`src/rtl/tile_load_exec_sequencer_if.sv`:
```
// Descriptor, memory-port and store-engine signals of the tile sequencer.
// master = sequencer side, slave = config buffer / memory / store engine.
interface tile_load_exec_sequencer_if #(
  parameter int AW = 32,
  parameter int SW = 5
);
  logic          cfg_valid;
  logic          cfg_ready;
  logic [1:0]    cfg_mode;
  logic          cfg_store;
  logic [AW-1:0] cfg_b_addr;
  logic [AW-1:0] cfg_a_addr;
  logic [AW-1:0] cfg_b_stride;
  logic [AW-1:0] cfg_a_stride;
  logic [SW-1:0] cfg_msize;
  logic [SW-1:0] cfg_ksize;
  logic [SW-1:0] cfg_nsize;
  logic          ready_for_hi;
  logic          req_valid;
  logic          req_ready;
  logic [AW-1:0] req_addr;
  logic [SW-1:0] req_len;
  logic          req_we;
  logic          st_start;
  logic          st_req_valid;
  logic [AW-1:0] st_req_addr;
  logic [SW-1:0] st_req_len;
  logic          st_req_we;
  logic          st_done;
  logic          wfetch;
  logic          if_en;
  logic          prefetch_start;
  logic          prefetch_done;
  logic          cfg_err;
  logic          busy;

  modport master (
    input  cfg_valid, cfg_mode, cfg_store,
    input  cfg_b_addr, cfg_a_addr,
    input  cfg_b_stride, cfg_a_stride,
    input  cfg_msize, cfg_ksize, cfg_nsize,
    input  ready_for_hi, req_ready,
    input  st_req_valid, st_req_addr,
    input  st_req_len, st_req_we, st_done,
    output cfg_ready, req_valid, req_addr,
    output req_len, req_we, st_start,
    output wfetch, if_en,
    output prefetch_start, prefetch_done,
    output cfg_err, busy
  );

  modport slave (
    output cfg_valid, cfg_mode, cfg_store,
    output cfg_b_addr, cfg_a_addr,
    output cfg_b_stride, cfg_a_stride,
    output cfg_msize, cfg_ksize, cfg_nsize,
    output ready_for_hi, req_ready,
    output st_req_valid, st_req_addr,
    output st_req_len, st_req_we, st_done,
    input  cfg_ready, req_valid, req_addr,
    input  req_len, req_we, st_start,
    input  wfetch, if_en,
    input  prefetch_start, prefetch_done,
    input  cfg_err, busy
  );
endinterface

```
`src/rtl/tile_load_exec_sequencer.sv`:
```
// Load/execute sequencer: pops tile descriptors, prefetches B rows,
// streams A rows, optionally lends the memory port to the store engine.
module tile_load_exec_sequencer #(
  parameter int AW = 32,
  parameter int SW = 5
) (
  input  logic clk,
  input  logic rst,
  tile_load_exec_sequencer_if.master bus
);

  typedef enum logic [2:0] {
    IDLE,
    PREFETCH,
    COMPUTE,
    STORE,
    CHECK_NEXT
  } state_t;

  localparam logic [SW-1:0] ONE = SW'(1);

  state_t        state, state_nx;
  logic [SW-1:0] cnt, cnt_nx;
  logic [AW-1:0] addr, addr_nx;
  logic          take;

  logic [1:0]    mode_q;
  logic          store_q;
  logic [AW-1:0] a_addr_q;
  logic [AW-1:0] b_stride_q;
  logic [AW-1:0] a_stride_q;
  logic [SW-1:0] msize_q;
  logic [SW-1:0] ksize_q;
  logic [SW-1:0] nsize_q;

  always_comb begin
    state_nx           = state;
    cnt_nx             = cnt;
    addr_nx            = addr;
    take               = 1'b0;
    bus.cfg_ready      = 1'b0;
    bus.cfg_err        = 1'b0;
    bus.req_valid      = 1'b0;
    bus.req_addr       = '0;
    bus.req_len        = '0;
    bus.req_we         = 1'b0;
    bus.st_start       = 1'b0;
    bus.wfetch         = 1'b0;
    bus.if_en          = 1'b0;
    bus.prefetch_start = 1'b0;
    bus.prefetch_done  = 1'b0;
    unique case (state)
      IDLE: take = bus.cfg_valid;
      PREFETCH: begin
        bus.req_valid = 1'b1;
        bus.req_addr  = addr;
        bus.req_len   = nsize_q;
        if (bus.req_ready) begin
          bus.wfetch = 1'b1;
          cnt_nx     = cnt + ONE;
          addr_nx    = addr - b_stride_q;
          if (cnt == ksize_q - ONE) begin
            bus.prefetch_done = 1'b1;
            cnt_nx            = '0;
            addr_nx           = a_addr_q;
            state_nx          = COMPUTE;
          end
        end
      end
      COMPUTE: begin
        bus.req_valid = 1'b1;
        bus.req_addr  = addr;
        bus.req_len   = ksize_q;
        if (bus.req_ready) begin
          bus.if_en = 1'b1;
          cnt_nx    = cnt + ONE;
          addr_nx   = addr + a_stride_q;
          if (cnt == msize_q - ONE) begin
            cnt_nx = '0;
            if (store_q) begin
              bus.st_start = 1'b1;
              state_nx     = STORE;
            end else begin
              state_nx = CHECK_NEXT;
            end
          end
        end
      end
      STORE: begin
        bus.req_valid = bus.st_req_valid;
        bus.req_addr  = bus.st_req_addr;
        bus.req_len   = bus.st_req_len;
        bus.req_we    = bus.st_req_we;
        if (bus.st_done) state_nx = CHECK_NEXT;
      end
      CHECK_NEXT: begin
        // HW/IW tiles wait for the downstream consumer
        if (!bus.cfg_valid) state_nx = IDLE;
        else if (!mode_q[1] || bus.ready_for_hi) take = 1'b1;
      end
      default: state_nx = IDLE;
    endcase
    if (take) begin
      bus.cfg_ready = 1'b1;
      if (bus.cfg_ksize == '0 || bus.cfg_msize == '0) begin
        bus.cfg_err = 1'b1;
        state_nx    = IDLE;
      end else begin
        bus.prefetch_start = 1'b1;
        cnt_nx             = '0;
        addr_nx            = bus.cfg_b_addr;
        state_nx           = PREFETCH;
      end
    end
  end

  assign bus.busy = (state != IDLE);

  always_ff @(posedge clk) begin
    if (rst) begin
      state <= IDLE;
      cnt   <= '0;
      addr  <= '0;
    end else begin
      state <= state_nx;
      cnt   <= cnt_nx;
      addr  <= addr_nx;
    end
  end

  always_ff @(posedge clk) begin
    if (rst) begin
      mode_q     <= '0;
      store_q    <= 1'b0;
      a_addr_q   <= '0;
      b_stride_q <= '0;
      a_stride_q <= '0;
      msize_q    <= '0;
      ksize_q    <= '0;
      nsize_q    <= '0;
    end else if (take) begin
      mode_q     <= bus.cfg_mode;
      store_q    <= bus.cfg_store;
      a_addr_q   <= bus.cfg_a_addr;
      b_stride_q <= bus.cfg_b_stride;
      a_stride_q <= bus.cfg_a_stride;
      msize_q    <= bus.cfg_msize;
      ksize_q    <= bus.cfg_ksize;
      nsize_q    <= bus.cfg_nsize;
    end
  end

endmodule

```
`src/flat_wrapper.sv`:
```
// flat-port wrapper written by rule: the top's interface ports become plain ports
module tile_load_exec_sequencer_flat 
#(
  parameter int AW = 32,
  parameter int SW = 5
)
  (clk, rst, bus_cfg_valid, bus_cfg_mode, bus_cfg_store, bus_cfg_b_addr, bus_cfg_a_addr, bus_cfg_b_stride, bus_cfg_a_stride, bus_cfg_msize, bus_cfg_ksize, bus_cfg_nsize, bus_ready_for_hi, bus_req_ready, bus_st_req_valid, bus_st_req_addr, bus_st_req_len, bus_st_req_we, bus_st_done, bus_cfg_ready, bus_req_valid, bus_req_addr, bus_req_len, bus_req_we, bus_st_start, bus_wfetch, bus_if_en, bus_prefetch_start, bus_prefetch_done, bus_cfg_err, bus_busy);
  tile_load_exec_sequencer_if #(.AW(AW), .SW(SW)) bus_i ();
  input  logic clk;
  input  logic rst;
  input wire logic [$bits(bus_i.cfg_valid)-1:0] bus_cfg_valid;
  input wire logic [$bits(bus_i.cfg_mode)-1:0] bus_cfg_mode;
  input wire logic [$bits(bus_i.cfg_store)-1:0] bus_cfg_store;
  input wire logic [$bits(bus_i.cfg_b_addr)-1:0] bus_cfg_b_addr;
  input wire logic [$bits(bus_i.cfg_a_addr)-1:0] bus_cfg_a_addr;
  input wire logic [$bits(bus_i.cfg_b_stride)-1:0] bus_cfg_b_stride;
  input wire logic [$bits(bus_i.cfg_a_stride)-1:0] bus_cfg_a_stride;
  input wire logic [$bits(bus_i.cfg_msize)-1:0] bus_cfg_msize;
  input wire logic [$bits(bus_i.cfg_ksize)-1:0] bus_cfg_ksize;
  input wire logic [$bits(bus_i.cfg_nsize)-1:0] bus_cfg_nsize;
  input wire logic [$bits(bus_i.ready_for_hi)-1:0] bus_ready_for_hi;
  input wire logic [$bits(bus_i.req_ready)-1:0] bus_req_ready;
  input wire logic [$bits(bus_i.st_req_valid)-1:0] bus_st_req_valid;
  input wire logic [$bits(bus_i.st_req_addr)-1:0] bus_st_req_addr;
  input wire logic [$bits(bus_i.st_req_len)-1:0] bus_st_req_len;
  input wire logic [$bits(bus_i.st_req_we)-1:0] bus_st_req_we;
  input wire logic [$bits(bus_i.st_done)-1:0] bus_st_done;
  output wire logic [$bits(bus_i.cfg_ready)-1:0] bus_cfg_ready;
  output wire logic [$bits(bus_i.req_valid)-1:0] bus_req_valid;
  output wire logic [$bits(bus_i.req_addr)-1:0] bus_req_addr;
  output wire logic [$bits(bus_i.req_len)-1:0] bus_req_len;
  output wire logic [$bits(bus_i.req_we)-1:0] bus_req_we;
  output wire logic [$bits(bus_i.st_start)-1:0] bus_st_start;
  output wire logic [$bits(bus_i.wfetch)-1:0] bus_wfetch;
  output wire logic [$bits(bus_i.if_en)-1:0] bus_if_en;
  output wire logic [$bits(bus_i.prefetch_start)-1:0] bus_prefetch_start;
  output wire logic [$bits(bus_i.prefetch_done)-1:0] bus_prefetch_done;
  output wire logic [$bits(bus_i.cfg_err)-1:0] bus_cfg_err;
  output wire logic [$bits(bus_i.busy)-1:0] bus_busy;
  assign bus_i.cfg_valid = bus_cfg_valid;
  assign bus_i.cfg_mode = bus_cfg_mode;
  assign bus_i.cfg_store = bus_cfg_store;
  assign bus_i.cfg_b_addr = bus_cfg_b_addr;
  assign bus_i.cfg_a_addr = bus_cfg_a_addr;
  assign bus_i.cfg_b_stride = bus_cfg_b_stride;
  assign bus_i.cfg_a_stride = bus_cfg_a_stride;
  assign bus_i.cfg_msize = bus_cfg_msize;
  assign bus_i.cfg_ksize = bus_cfg_ksize;
  assign bus_i.cfg_nsize = bus_cfg_nsize;
  assign bus_i.ready_for_hi = bus_ready_for_hi;
  assign bus_i.req_ready = bus_req_ready;
  assign bus_i.st_req_valid = bus_st_req_valid;
  assign bus_i.st_req_addr = bus_st_req_addr;
  assign bus_i.st_req_len = bus_st_req_len;
  assign bus_i.st_req_we = bus_st_req_we;
  assign bus_i.st_done = bus_st_done;
  assign bus_cfg_ready = bus_i.cfg_ready;
  assign bus_req_valid = bus_i.req_valid;
  assign bus_req_addr = bus_i.req_addr;
  assign bus_req_len = bus_i.req_len;
  assign bus_req_we = bus_i.req_we;
  assign bus_st_start = bus_i.st_start;
  assign bus_wfetch = bus_i.wfetch;
  assign bus_if_en = bus_i.if_en;
  assign bus_prefetch_start = bus_i.prefetch_start;
  assign bus_prefetch_done = bus_i.prefetch_done;
  assign bus_cfg_err = bus_i.cfg_err;
  assign bus_busy = bus_i.busy;
  tile_load_exec_sequencer #(.AW(AW), .SW(SW)) u_core (.clk(clk), .rst(rst), .bus(bus_i));
endmodule
```
`config.mk`:
```
export PLATFORM = sky130hd
export DESIGN_NAME = tile_load_exec_sequencer_flat
export DESIGN_NICKNAME = d
export VERILOG_FILES = /design/src/rtl/tile_load_exec_sequencer_if.sv /design/src/rtl/tile_load_exec_sequencer.sv /design/src/flat_wrapper.sv
export SDC_FILE = /design/constraint.sdc
export NUM_CORES = 1
export LEC_CHECK = 0
export BUFFER_PORTS_ARGS = -buffer_cell sky130_fd_sc_hd__clkbuf_2
export CORE_MARGIN = 2
export CORE_UTILIZATION = 25
export DETAILED_ROUTE_END_ITERATION = 6
export GPL_ROUTABILITY_DRIVEN = 1
export PLACE_DENSITY_LB_ADDON = 0.3
export SLEW_MARGIN = 20
export SYNTH_ARGS = -nofsm -noshare
export SYNTH_HDL_FRONTEND = slang
export SYNTH_SLANG_ARGS = --single-unit
export TNS_END_PERCENT = 50
```
`constraint.sdc`:
```
create_clock -name clk -period 8.5 [get_ports clk]
set_input_delay 0.85 -clock clk [delete_from_list [all_inputs] [get_ports clk]]
set_output_delay 0.85 -clock clk [all_outputs]
set_load 0.005 [all_outputs]
```
==> flow_metrics.env <==
export IMPL_power_switching_mw=0.928
export IMPL_cp_startpoint="u_core.state[2]$_SDFFE_PP0P_"
export IMPL_r2r_end="u_core.addr[10]$_SDFF_PP0_"
export IMPL_nFillCells=4599
export IMPL_ant_nets=0
export IMPL_ys_seq_elements=153
export IMPL_crit_end="bus_cfg_err"
export IMPL_max_stage_delay_ps=850
export IMPL_area_growth_pct=20.9
export IMPL_ys_types=74
export IMPL_yosysTopAreaCell="dfxtp_1"
export IMPL_cts_sinks=153
export IMPL_worst_r2r_path_depth=10
export IMPL_final_nets=1911
export IMPL_skew_ps=11.0
export IMPL_avgSynthCellArea_um2=7.26
export IMPL_powerDensity_nw_per_um2=200
export IMPL_drt_wl_total_mm=42.0
export IMPL_r2r_start="u_core.state[2]$_SDFFE_PP0P_"
export IMPL_synth_top_area_share_pct=28.6
export IMPL_layout_drive_gt1_share_pct=18.2
export IMPL_htreeDepth=4
export IMPL_crit_fanout=62
export IMPL_synth_xor_area_share_pct=4.49
export IMPL_insertion_delay_ps=460
export IMPL_fin_ws_ps=3930
export IMPL_postSynthCellCount=1478
export IMPL_rows=75
export IMPL_min_from="u_core.a_addr_q[6]$_SDFFE_PP0P_"
export IMPL_required_ps=7650
export IMPL_dr_total_vias=11400
export IMPL_async_reset_ff_share_pct=0
export IMPL_drc=0
export IMPL_total_leakage_power_nw=5.61
export IMPL_worstPathArrival_ps=3720
export IMPL_maxCapViolCount=0
export IMPL_cts_reportedPaths_clkPinSlew_ps=60
export IMPL_synth_ff_type="dfxtp_1"
export IMPL_synth_top_cells_by_area="dfxtp_1 29%, nand2_1 11%, a21oi_1 9.0%"
export IMPL_r2r_setup_slack_ps=3990
export IMPL_grt_max_degree=97
export IMPL_p_comb_share_pct=34.5
export IMPL_criticalPathCategory="flop to output port"
export IMPL_hold_violations=0
export IMPL_place_ws_ps=3870
export IMPL_synth_edf_count=0
export IMPL_core_area_um2=42100
export IMPL_status="completed"
export IMPL_cts_tree="done"
export IMPL_synth_mux_area_share_pct=1.39
export IMPL_synth_nets=1737
export IMPL_dieWidth_um=211
export IMPL_synth_top_family_by_area="compound AO/OA/AOI/OAI gates"
export IMPL_start_util_pct=25.5
export IMPL_via_per_inst=5.18
export IMPL_cp_end_kind="output port"
export IMPL_finalCriticalPeriod_ps=4570
export IMPL_yosys_warnings=0
export IMPL_hp_class="flop to flop"
export IMPL_cts_resized=0
export IMPL_post_route_period_util_pct=53.7
export IMPL_synth_simple_area_share_pct=22.8
export IMPL_first_global_vias=11100
export IMPL_layout_common_cells="311 x nand2_1, 235 x clkbuf_2, 192 x a21oi_1"
export IMPL_antenna_found_initial=0
export IMPL_dieArea_um2=44600
export IMPL_synth_compound_area_share_pct=29.5
export IMPL_cts_max_path_buffers=2
export IMPL_grt_pass1_wl_mm=63.9
export IMPL_gp_congestion=0.903
export IMPL_startpoint_type="flop"
export IMPL_wire_per_inst_um=19.1
export IMPL_rsz0062_at_grt="no"
export IMPL_postCtsSetupBuffers=0
export IMPL_finalPower_mw=2.60
export IMPL_io_buffers=236
export IMPL_p_int_mw=1.67
export IMPL_switching_share_pct=35.7
export IMPL_ys_seq_area_share_pct=28.6
export IMPL_relSlewSlack_pct=27.6
export IMPL_drt_iter0_markers=657
export IMPL_fmax_mhz=219
export IMPL_ios=238
export IMPL_cpMaxStageDelayCell="clkinv_2"
export IMPL_pwr_share_clk_pct=32.6
export IMPL_power_frac_seq_pct=32.9
export IMPL_antenna_cells=0
export IMPL_die_y_um=211
export IMPL_tightestPinTransition_ps=1080
export IMPL_hold_buffers=0
export IMPL_cts_buffers_inserted=17
export IMPL_synth_fa_ha_area_share_pct=8.07
export IMPL_cts_root_buffer="clkbuf_16"
export IMPL_slew_viol_final=0
export IMPL_dr_pass1_iters=5
export IMPL_peakVddDrop_mv=0.152
export IMPL_crit_chain="nand2_1 > o21ai_4 > clkinv_2 > buf_4 > and2_1 > clkbuf_2"
export IMPL_globalRouteOverflowTotal=0
export IMPL_setup_viol=0
export IMPL_finalSetupTns_ps=0
export IMPL_grt_total_usage_pct=18.8
export IMPL_syn_cell_area_um2=10700
export IMPL_final_common_cell="nand2_1"
export IMPL_hpwlAfterDp_mm=32.6
[cell type report]
| type | count | area (um^2) | area share [%] |
|---|---|---|---|
| clock buffers | 20 | 457 | 3.52 |
| clock inverters | 9 | 173 | 1.33 |
| inverters | 56 | 211 | 1.63 |
| multi-input cells | 1177 | 7130 | 54.9 |
| flip-flops and latches | 153 | 3060 | 23.6 |
| well taps | 539 | 674 | 5.20 |
| repair buffers | 247 | 1270 | 9.76 |
[Yosys cell counts (5+ instances only)]
library cell and count:
nor2b_1 8, and2_1 7, a31oi_1 8, clkbuf_1 87
o21ai_0 64, a21o_1 36, a211o_1 10, or3_1 11
nand3b_1 6, xor2_1 15, ha_1 66, o211ai_1 20
mux2i_1 7, a21oi_1 193, a31o_2 5, a311oi_1 7
and3_1 16, or2_2 5, nand4_1 16, dfxtp_1 153
a21boi_0 7, o21a_1 9, a22oi_1 8, o221ai_1 6
xnor2_1 40, o31ai_1 5, o21bai_1 6, inv_1 54
nand2b_1 13, a22o_1 33, nor3_1 25, nand3_1 28
mux2_2 7, nor2_1 88, nand2_1 311, o22ai_1 8
a2111oi_0 5, a211oi_1 15, a221oi_1 16
[cell families after synthesis]
family / Yosys count
simple gates: 553
compound gates: 487
mux: 14
xor+xnor: 55
buf+inv: 148
flops: 153
fa+ha+maj: 68
[how the worst min path moves through the flow]
| stage | depth (start not counted) | slack [ps] | endpoint |
|---|---|---|---|
| after global routing | 2 | 470 | u_core.a_addr_q[15]$_SDFFE_PP0P_ |
| final | 2 | 450 | u_core.a_addr_q[6]$_SDFFE_PP0P_ |
| after detailed placement | 2 | 450 | u_core.a_addr_q[6]$_SDFFE_PP0P_ |
| after global placement | 2 | 440 | u_core.nsize_q[1]$_SDFFE_PP0P_ |
| after floorplan | 2 | 430 | u_core.a_addr_q[22]$_SDFFE_PP0P_ |
| after CTS | 2 | 450 | u_core.a_addr_q[6]$_SDFFE_PP0P_ |
[metal layers]
metal  global-route usage [%]  routed length, um  up-vias  part of all wire (%)
met1                     25.3              20000     5385                    48
met2                     30.3              19100      309                    45
met4                     7.04               1190        0                   2.8
li1                         -                  -     5644                     -
met5                        0                  0        -                     0
met3                     2.85               1810       58                   4.3
[worst max-delay path, delay by kind of cell, from the launching register on]
kind / cells / cell delay, ps
AND/OR/NAND/NOR: 2 / 440
buffers and inverters: 3 / 1570
flip-flops: 1 / 710
AO/OA/AOI/OAI: 1 / 530
[power by group through the flow]
stage | clock network (mW) | registers (mW) | logic, mW
final | 0.848 | 0.855 | 0.896
after global routing | 0.890 | 0.860 | 1.00
after CTS | 0.864 | 0.853 | 0.892
after detailed placement | 0 | 0.869 | 0.888
after global placement | 0 | 0.868 | 0.886
after floorplan | 0 | 0.826 | 0.646
[state kept, by name, indices dropped and copies added, names as in the netlist]
| register | count |
|---|---|
| u_core.state | 3 |
| u_core.ksize_q | 5 |
| u_core.cnt | 5 |
| u_core.msize_q | 5 |
| u_core.store_q | 1 |
| u_core.addr | 32 |
| u_core.nsize_q | 5 |
| u_core.a_addr_q | 32 |
| u_core.b_stride_q | 32 |
| u_core.mode_q | 1 |
| u_core.a_stride_q | 32 |
[metrics by stage]
step	hold WS (ps)	util (%)	instances	instance area, um^2
2_1_floorplan	432	-	1478	10700
3_3_place_gp	442	29.3	2172	12300
3_5_place_dp	446	29.3	2172	12300
4_1_cts	455	30.8	2201	13000
5_1_grt	469	30.8	2201	13000
6_report	451	30.8	2201	13000
No activity file was read; power rests on OpenSTA's default activity.
